===== src/rtl/gray_code_pkg.sv =====
// gray_code_pkg: shared Gray-code helpers and constants for the gray counter and its receiver.
//   GRAY_SYNC_STAGES : default synchronizer depth shared by source and destination sides
//   GRAY_MAX_W       : widest count the helper functions support
//   gray2bin(g, w)   : decode the low w bits of g from Gray to binary
//   bin2gray(b, w)   : encode the low w bits of b from binary to Gray
package gray_code_pkg;
   localparam int GRAY_SYNC_STAGES = 2;
   localparam int GRAY_MAX_W = 32;
   function automatic logic [GRAY_MAX_W-1:0] gray2bin(input logic [GRAY_MAX_W-1:0] g, input int w);
      logic [GRAY_MAX_W-1:0] b;
      b = '0;
      b[w-1] = g[w-1];
      for (int i = GRAY_MAX_W-2; i >= 0; i--)
         if (i < w-1) b[i] = b[i+1] ^ g[i];
      return b;
   endfunction
   function automatic logic [GRAY_MAX_W-1:0] bin2gray(input logic [GRAY_MAX_W-1:0] b, input int w);
      logic [GRAY_MAX_W-1:0] m;
      m = {GRAY_MAX_W{1'b1}} >> (GRAY_MAX_W - w);
      return (b ^ (b >> 1)) & m;
   endfunction
endpackage


===== src/rtl/cdc_sync_bus.sv =====
// cdc_sync_bus: WIDTH-bit, STAGES-deep flop chain for bringing a Gray bus into the local clock domain.
//   clk_i  : destination clock
//   rst_ni : asynchronous active-low reset, clears every stage
//   d_i    : bus from the foreign domain, sampled by stage 0
//   q_o    : output of the last stage
module cdc_sync_bus #(
   parameter int WIDTH  = 4,
   parameter int STAGES = 2
) (
   input  logic             clk_i,
   input  logic             rst_ni,
   input  logic [WIDTH-1:0] d_i,
   output logic [WIDTH-1:0] q_o
);
   (* ASYNC_REG = "TRUE" *) logic [STAGES-1:0][WIDTH-1:0] sync_q;
   always_ff @(posedge clk_i or negedge rst_ni) begin
      if (!rst_ni) sync_q <= '0;
      else sync_q <= {sync_q[STAGES-2:0], d_i};
   end
   assign q_o = sync_q[STAGES-1];
endmodule


===== src/rtl/gray_count_receiver.sv =====
// gray_count_receiver: synchronizes a foreign-domain Gray count, decodes it and reports the per-cycle advance.
//   Clk             : destination clock
//   Reset_n         : asynchronous active-low reset, all flops to 0
//   GrayCount_in    : Gray count from the source domain
//   Clear_in        : synchronous re-baseline; zeroes delta/advance/error, keeps the count
//   BinaryCount_out : registered decoded count
//   Delta_out       : advance since the previous cycle, modulo 2^COUNTER_WIDTH
//   Advance_out     : Delta_out is non-zero
//   StepError_out   : sticky flag for an advance above MAX_STEP, only with GRAY_RX_STEP_CHECK_EN
module gray_count_receiver
   import gray_code_pkg::*;
#(
   parameter int COUNTER_WIDTH = 4,
   parameter int SYNC_STAGES   = GRAY_SYNC_STAGES,
   parameter int MAX_STEP      = 1
) (
   input  logic                     Clk,
   input  logic                     Reset_n,
   input  logic [COUNTER_WIDTH-1:0] GrayCount_in,
   input  logic                     Clear_in,
   output logic [COUNTER_WIDTH-1:0] BinaryCount_out,
   output logic [COUNTER_WIDTH-1:0] Delta_out,
   output logic                     Advance_out
`ifdef GRAY_RX_STEP_CHECK_EN
   ,
   output logic                     StepError_out
`endif
);
   if (COUNTER_WIDTH < 2 || COUNTER_WIDTH > GRAY_MAX_W || SYNC_STAGES < 2 || MAX_STEP < 1) begin : g_bad_cfg
      $error("gray_count_receiver: unsupported parameter combination");
   end
   logic [COUNTER_WIDTH-1:0] sync_gray, dec, raw_delta;
   logic [COUNTER_WIDTH-1:0] bin_q, bin_d, delta_q, delta_d;
   logic                     adv_q, adv_d;
   cdc_sync_bus #(.WIDTH(COUNTER_WIDTH), .STAGES(SYNC_STAGES)) u_sync (
      .clk_i  (Clk),
      .rst_ni (Reset_n),
      .d_i    (GrayCount_in),
      .q_o    (sync_gray)
   );
   assign dec = COUNTER_WIDTH'(gray2bin(GRAY_MAX_W'(sync_gray), COUNTER_WIDTH));
   // modulo subtraction makes a wrap from all-ones to zero read as a step of one
   assign raw_delta = dec - bin_q;
   always_comb begin
      bin_d   = dec;
      delta_d = Clear_in ? '0 : raw_delta;
      adv_d   = !Clear_in && (raw_delta != '0);
   end
   always_ff @(posedge Clk or negedge Reset_n) begin
      if (!Reset_n) begin
         bin_q   <= '0;
         delta_q <= '0;
         adv_q   <= 1'b0;
      end else begin
         bin_q   <= bin_d;
         delta_q <= delta_d;
         adv_q   <= adv_d;
      end
   end
   assign BinaryCount_out = bin_q;
   assign Delta_out       = delta_q;
   assign Advance_out     = adv_q;
`ifdef GRAY_RX_STEP_CHECK_EN
   logic err_q, err_d;
   assign err_d = Clear_in ? 1'b0 : (err_q | (int'(raw_delta) > MAX_STEP));
   always_ff @(posedge Clk or negedge Reset_n) begin
      if (!Reset_n) err_q <= 1'b0;
      else err_q <= err_d;
   end
   assign StepError_out = err_q;
`endif
endmodule


===== config.mk =====
export PLATFORM = sky130hd
export DESIGN_NAME = gray_count_receiver
export DESIGN_NICKNAME = d
export VERILOG_FILES = /design/src/rtl/gray_code_pkg.sv /design/src/rtl/cdc_sync_bus.sv /design/src/rtl/gray_count_receiver.sv
export SDC_FILE = /design/constraint.sdc
export NUM_CORES = 1
export LEC_CHECK = 0
export BUFFER_PORTS_ARGS = -buffer_cell sky130_fd_sc_hd__buf_2
export CAP_MARGIN = 20
export CORE_UTILIZATION = 43
export DETAILED_ROUTE_END_ITERATION = 10
export GPL_ROUTABILITY_DRIVEN = 0
export PLACE_DENSITY = 0.69
export SLEW_MARGIN = 20
export SYNTH_ARGS = -nofsm -noshare
export SYNTH_HDL_FRONTEND = slang
export SYNTH_SLANG_ARGS = --single-unit

===== constraint.sdc =====
create_clock -name Clk -period 2.05 [get_ports Clk]
set_input_delay 0.205 -clock Clk [delete_from_list [all_inputs] [get_ports Clk]]
set_output_delay 0.205 -clock Clk [all_outputs]
set_load 0.005 [all_outputs]

==> results.txt, run 1 <==
Status: complete, no violations
Placed cells: 75
Layout Cells excl Fill: 82
Starting Density: 46.8%
Crit-path max cell delay: 0.53 ns
Row Count: 13
Critical path class: flop to flop
Vias in the first global route: 343
Pwr Density: 911 nW/µm²
Crit path capture type: flop
Die Ht: 40.1 µm
Register Area: 425 µm²
Slew @ Worst Pin: 0.369 ns
Largest net degree at the start of global routing: 18
Nets: 79
Complex-gate fraction of the synthesized area: 5.41%
Gate Count Post-Synth: 41
Routed len/inst: 10.5 µm
Synth Register Bits: 17
First-pass GRT wire length: 1280 µm
CTS sink cnt: 17
Crit. Startpoint: u_sync.q_o[2]
TritonCTS clock tree: yes
TritonCTS Buffers: 3
Max Root-Sink Buffers: 2
WP buf/inv: 1
Design area: 850 µm²
RSZ-0062 raised after global routing: yes
Worst setup margin: 0.00649 ns
Maxcap violations: 0
Critical R2R Launch: u_sync.q_o[2]
CTS clk-pin slew, worst paths: 0.09 ns
Vias/cell: 4.60
Area of the core: 1330 µm²
Placed cell area: 763 µm²
Post-Synth XOR/XNOR Area: 8.42%
Met2 wire length: 464 µm
DP Worst Slack: -0.0596 ns
Ant diodes: 0
Gr usage total: 12.9%
Final TNS setup: 0 ns
Synth cell types: 14
Root Buffer: clkbuf_4
Synthesized cell area: 624 µm²
Critical path's slowest cell: fa_2
Share of cells above drive strength 1: 52.2%
Endpoints failing setup: 0
Warnings, synthesis: 0
Clk_lat worst skew: 0.28 ns
Syn nets: 52
Clock Skew: 0.00354 ns
Antenna Nets Post-Route: 0
Hold_sp: GrayCount_in[1]
Final min period: 2.04 ns
Drt first pass iters: 2
Area Overhead vs Synth: 36.1%
Max Slew Vio Count: 0
Mapped Avg Cell Area: 15.2 µm²
Footprint of the multi-input gates: 230 µm²
Routed wl met3: 63 µm
Fmax: 489 MHz
Type of origin of the critical path: flop
Initial drt markers: 1
Antenna violations before repair: 0
CP arrival: 2.25 ns
Hold/Removal Path Class: input pin to flop
CP top delay family: adder cells
Port buffer count: 15
Peak supply drop: 0.000630 V
Slew headroom: 75.1%
Endpoints failing hold: 0
Post-synthesis sequential area ratio: 68.1%
Count of boundary I/O pins: 16
Via count: 377
Largest family of logic cells by synthesized area: adder cells
Final worst-path cycle share: 99.7%
Post-Synth Simple-Gate Area: 6.41%
Sum of routed wire segments on met1: 336 µm
Top sig layer: met3
DRC errors left: 0
WP data required: 2.26 ns
Commonest non-fill, non-tap cells in the layout: dfrtp_1 (17), buf_2 (15), buf_4 (5)
Leak Pwr: 0.426 nW
Die span in x: 40.1 µm
Commonest non-fill, non-tap cell in the layout: dfrtp_1
Max H-tree Level: 1
Die ar.: 1610 µm²
WL final: 863 µm
Mux cell area share after synthesis: 0%
Adder-cell share of the synthesized area: 9.22%
Filler cell count: 108
Critical-path maximum fanout: 3
Gr ovfl total: 0
CP cell instances: xor2_2 > xnor2_2 > xor2_1 > ha_2 > inv_2 > fa_2 > nor2b_2 > a41oi_2
-- kinds of logic (layout without fill, tap and decap cells) --
logic type | Yosys count | in the layout
XOR/XNOR | 6 | 6
AND/OR/NAND/NOR | 6 | 6
flip-flops | 17 | 17
adder cells (fa/ha/maj) | 4 | 4
buffers and inverters | 4 | 30
AO/OA/AOI/OAI | 4 | 4
-- cells in the mapped netlist --
cell type,number,area [µm²]
fa_1,1,20.0
xor2_1,3,26.3
nor2_1,2,7.51
o21ai_0,1,5.00
or3_4,1,11.3
inv_1,4,15.0
a41oi_2,1,16.3
nor2b_1,2,12.5
a21o_1,1,7.51
ha_1,3,37.5
dfrtp_1,17,425
xnor2_1,3,26.3
a21oi_1,1,5.00
and3b_1,1,8.76
-- registers in the layout (all words and copies together) (netlist names) --
name and cells:
Advance_out 1, u_sync.sync_q 4, Delta_out 4, BinaryCount_out 4
u_sync.q_o 4
-- what timing repair did --
| item | 4_1_cts | 5_1_grt |
|---|---|---|
| endpoints found under the setup margin | 2 | 3 |
| cloned | 0 | 0 |
| setup buffers | 0 | 1 |
| gates resized for setup | 3 | 4 |
| hold endpoints to repair | 17 | 1 |
| hold buffers | 1 | 1 |
| pin swaps | 4 | 0 |
-- path summary, 6_finish.rpt --
kind / to / slack (ns) / cells after the start
min in group asynchronous: Delta_out[1] / 0.36 / 2
max: Advance_out / 0.006 / 8
max in group asynchronous: u_sync.sync_q[2] / 1.43 / 2
max reg2reg: Advance_out / 0.006 / 8
min: u_sync.sync_q[1] / 0.02 / 1
min reg2reg: u_sync.q_o[3] / 0.36 / 0
-- routing by layer --
metal  global-route usage [%]  vias up
met2                     25.4       17
met1                     11.0      176
met5                        0        -
met4                        0        0
li1                         -      184
met3                     8.33        0
-- report_power, final --
part	total (W)	internal, W	switching (W)
sequential	0.000388	0.000374	0.0000142
clock	0.000169	0.0000725	0.0000961
combinational	0.000217	0.000120	0.0000973
-- per-stage QoR --
stage	util [%]	total power, W	hold slack (ns)
2_1_floorplan	-	0.000503	-0.0906
3_3_place_gp	57.2	0.000573	0.138
3_5_place_dp	57.2	0.000577	0.139
4_1_cts	60.8	0.000760	0.0119
5_1_grt	63.7	0.000831	0.000124
6_report	63.7	0.000774	0.0226
-- final cells by class --
class / instances / area share [%]
sequential: 17 / 50.1
multi-input combinational: 20 / 27.1
timing repair buffer: 22 / 15.6
clock buffer: 3 / 2.65
tap: 15 / 2.21
inverter: 4 / 1.77
clock inverter: 1 / 0.589
No activity file was read; power rests on OpenSTA's default activity.
==> run 2, diff against run 1 <==
--- a/config.mk
+++ b/config.mk
@@ -11,6 +11,7 @@
 export DETAILED_ROUTE_END_ITERATION = 10
 export GPL_ROUTABILITY_DRIVEN = 0
 export PLACE_DENSITY = 0.69
+export RECOVER_POWER = 50
 export SLEW_MARGIN = 20
 export SYNTH_ARGS = -nofsm -noshare
 export SYNTH_HDL_FRONTEND = slang
==> run 2 against run 1 <==
Hold slack did not move. Core utilization fell by 0.094 points. Sequential power barely moved. Setup slack did not move. Clock skew did not move. Die area did not move. Flip-flop and latch count did not move. First-iteration DRC count did not move. Routed wire length fell by 0.23%. Clock power barely moved. Largest cell class unchanged.
==> results.txt, run 2 (synthesis results as in run 1) <==
Met3 Use GR: 8.33%
Critical-path maximum fanout: 3
Footprint of the multi-input gates: 230 µm²
Via count: 377
Largest net degree at the start of global routing: 18
Status: complete, no violations
Grt peak-use layer: met2
Fmax: 489 MHz
Root Buffer: clkbuf_4
RSZ-0062 raised after global routing: yes
Commonest non-fill, non-tap cell in the layout: dfrtp_1
WL final: 861 µm
Final TNS setup: 0 ns
Slew @ Worst Pin: 0.875 ns
TritonCTS Buffers: 3
Port buffer count: 15
Clock Skew: 0.00354 ns
Type of origin of the critical path: flop
Max Root-Sink Buffers: 2
PnR Total Power: 0.000774 W
Filler cell count: 109
Leak Pwr: 0.423 nW
Critical path class: flop to flop
Clk_lat worst skew: 0.28 ns
Antenna Nets Post-Route: 0
Slew headroom: 41.7%
Seq pwr share: 50.2%
Nets: 79
Comb pwr share: 28.0%
Max Slew Vio Count: 0
Routed len/inst: 10.5 µm
Initial drt markers: 1
Peak supply drop: 0.000630 V
TritonCTS clock tree: yes
Sw power: 0.000208 W
Max H-tree Level: 1
CTS clk-pin slew, worst paths: 0.09 ns
Maxcap violations: 0
Commonest non-fill, non-tap cells in the layout: dfrtp_1 (17), buf_2 (14), buf_4 (5)
Area Overhead vs Synth: 35.9%
Grt met1 use: 11.0%
First-pass GRT wire length: 1280 µm
Endpoints failing setup: 0
Register Area: 425 µm²
Starting Density: 46.8%
Area of the core: 1330 µm²
Internal cell power: 0.000566 W
Gr usage total: 12.9%
Die span in x: 40.1 µm
Sw frac: 26.8%
Final min period: 2.04 ns
Ant diodes: 0
Clock power share: 21.8%
Vias in the first global route: 343
Endpoints failing hold: 0
CTS sink cnt: 17
CP arrival: 2.25 ns
Die Ht: 40.1 µm
Vias/cell: 4.60
GR Layer Usage met2: 25.4%
Count of boundary I/O pins: 16
Drt first pass iters: 2
Design area: 848 µm²
Row Count: 13
Share of cells above drive strength 1: 50.7%
Crit path capture type: flop
Die ar.: 1610 µm²
DRC errors left: 0
Final worst-path cycle share: 99.7%
Hold/Removal Path Class: input pin to flop
Util after Layout: 63.6%
Antenna violations before repair: 0
Gr ovfl total: 0
Placed cell area: 763 µm²
WP data required: 2.26 ns
Pwr Density: 912 nW/µm²
-- run 2: changes by cell type in the layout (fill, tap and decap cells not counted), sizes merged --
cell / change
buf: -1
clkbuf: +1
-- run 2: area by class of cell --
cell class,count,share of cell area (%)
inverter,4,1.77
clock buffer,3,2.65
clock inverter,1,0.590
tap,15,2.21
timing repair buffer,22,15.5
multi-input combinational,20,27.1
sequential,17,50.1
-- run 2: per-layer routing --
metal  part of all wire [%]  routed length (µm)
met1                     39                 334
met2                     54                 464
met3                    7.3                  63
met4                      0                   0
met5                      0                   0
-- run 2: timing repair --
| item | 4_1_cts | 5_1_grt |
|---|---|---|
| endpoints found under the hold margin | 17 | 1 |
| cloned | 0 | 0 |
| resized for setup | 3 | 4 |
| hold buffers | 1 | 1 |
| setup buffers | 0 | 1 |
| setup endpoints to repair | 2 | 3 |
| pin swaps | 4 | 0 |
-- run 2: worst max-delay path, stage by stage, from the launching register on --
cell	delay, ns
dfrtp_1	0.41
xor2_2	0.20
xnor2_2	0.19
xor2_1	0.18
ha_2	0.21
inv_2	0.04
fa_2	0.53
nor2b_2	0.04
a41oi_2	0.17
-- run 2: worst paths after layout --
path,slack [ns],cells after the start,from,end
hold / removal,0.02,1,GrayCount_in[1],u_sync.sync_q[1]
setup / recovery,0.006,8,u_sync.q_o[2],Advance_out
max in group asynchronous,0.97,2,Reset_n,u_sync.sync_q[2]
min in group asynchronous,0.55,2,Reset_n,Delta_out[1]
setup reg to reg,0.006,8,u_sync.q_o[2],Advance_out
hold reg to reg,0.36,0,u_sync.sync_q[3],u_sync.q_o[3]
-- run 2: metrics by stage --
stage	instances	hold WS, ns	setup WS [ns]
3_5_place_dp	75	0.139	-0.0596
5_1_grt	82	0.000124	-0.0753
4_1_cts	80	0.0119	-0.0375
2_1_floorplan	41	-0.0906	0.0213
3_3_place_gp	75	0.138	-0.0137
6_report	82	0.0226	0.00649
-- run 2: power groups by stage --
stage / sequential [W] / clock (W) / combinational, W
4_1_cts: 0.000389 / 0.000176 / 0.000195
2_1_floorplan: 0.000401 / 0 / 0.000102
5_1_grt: 0.000395 / 0.000194 / 0.000242
3_5_place_dp: 0.000396 / 0 / 0.000181
6_report: 0.000388 / 0.000169 / 0.000217
3_3_place_gp: 0.000394 / 0 / 0.000178
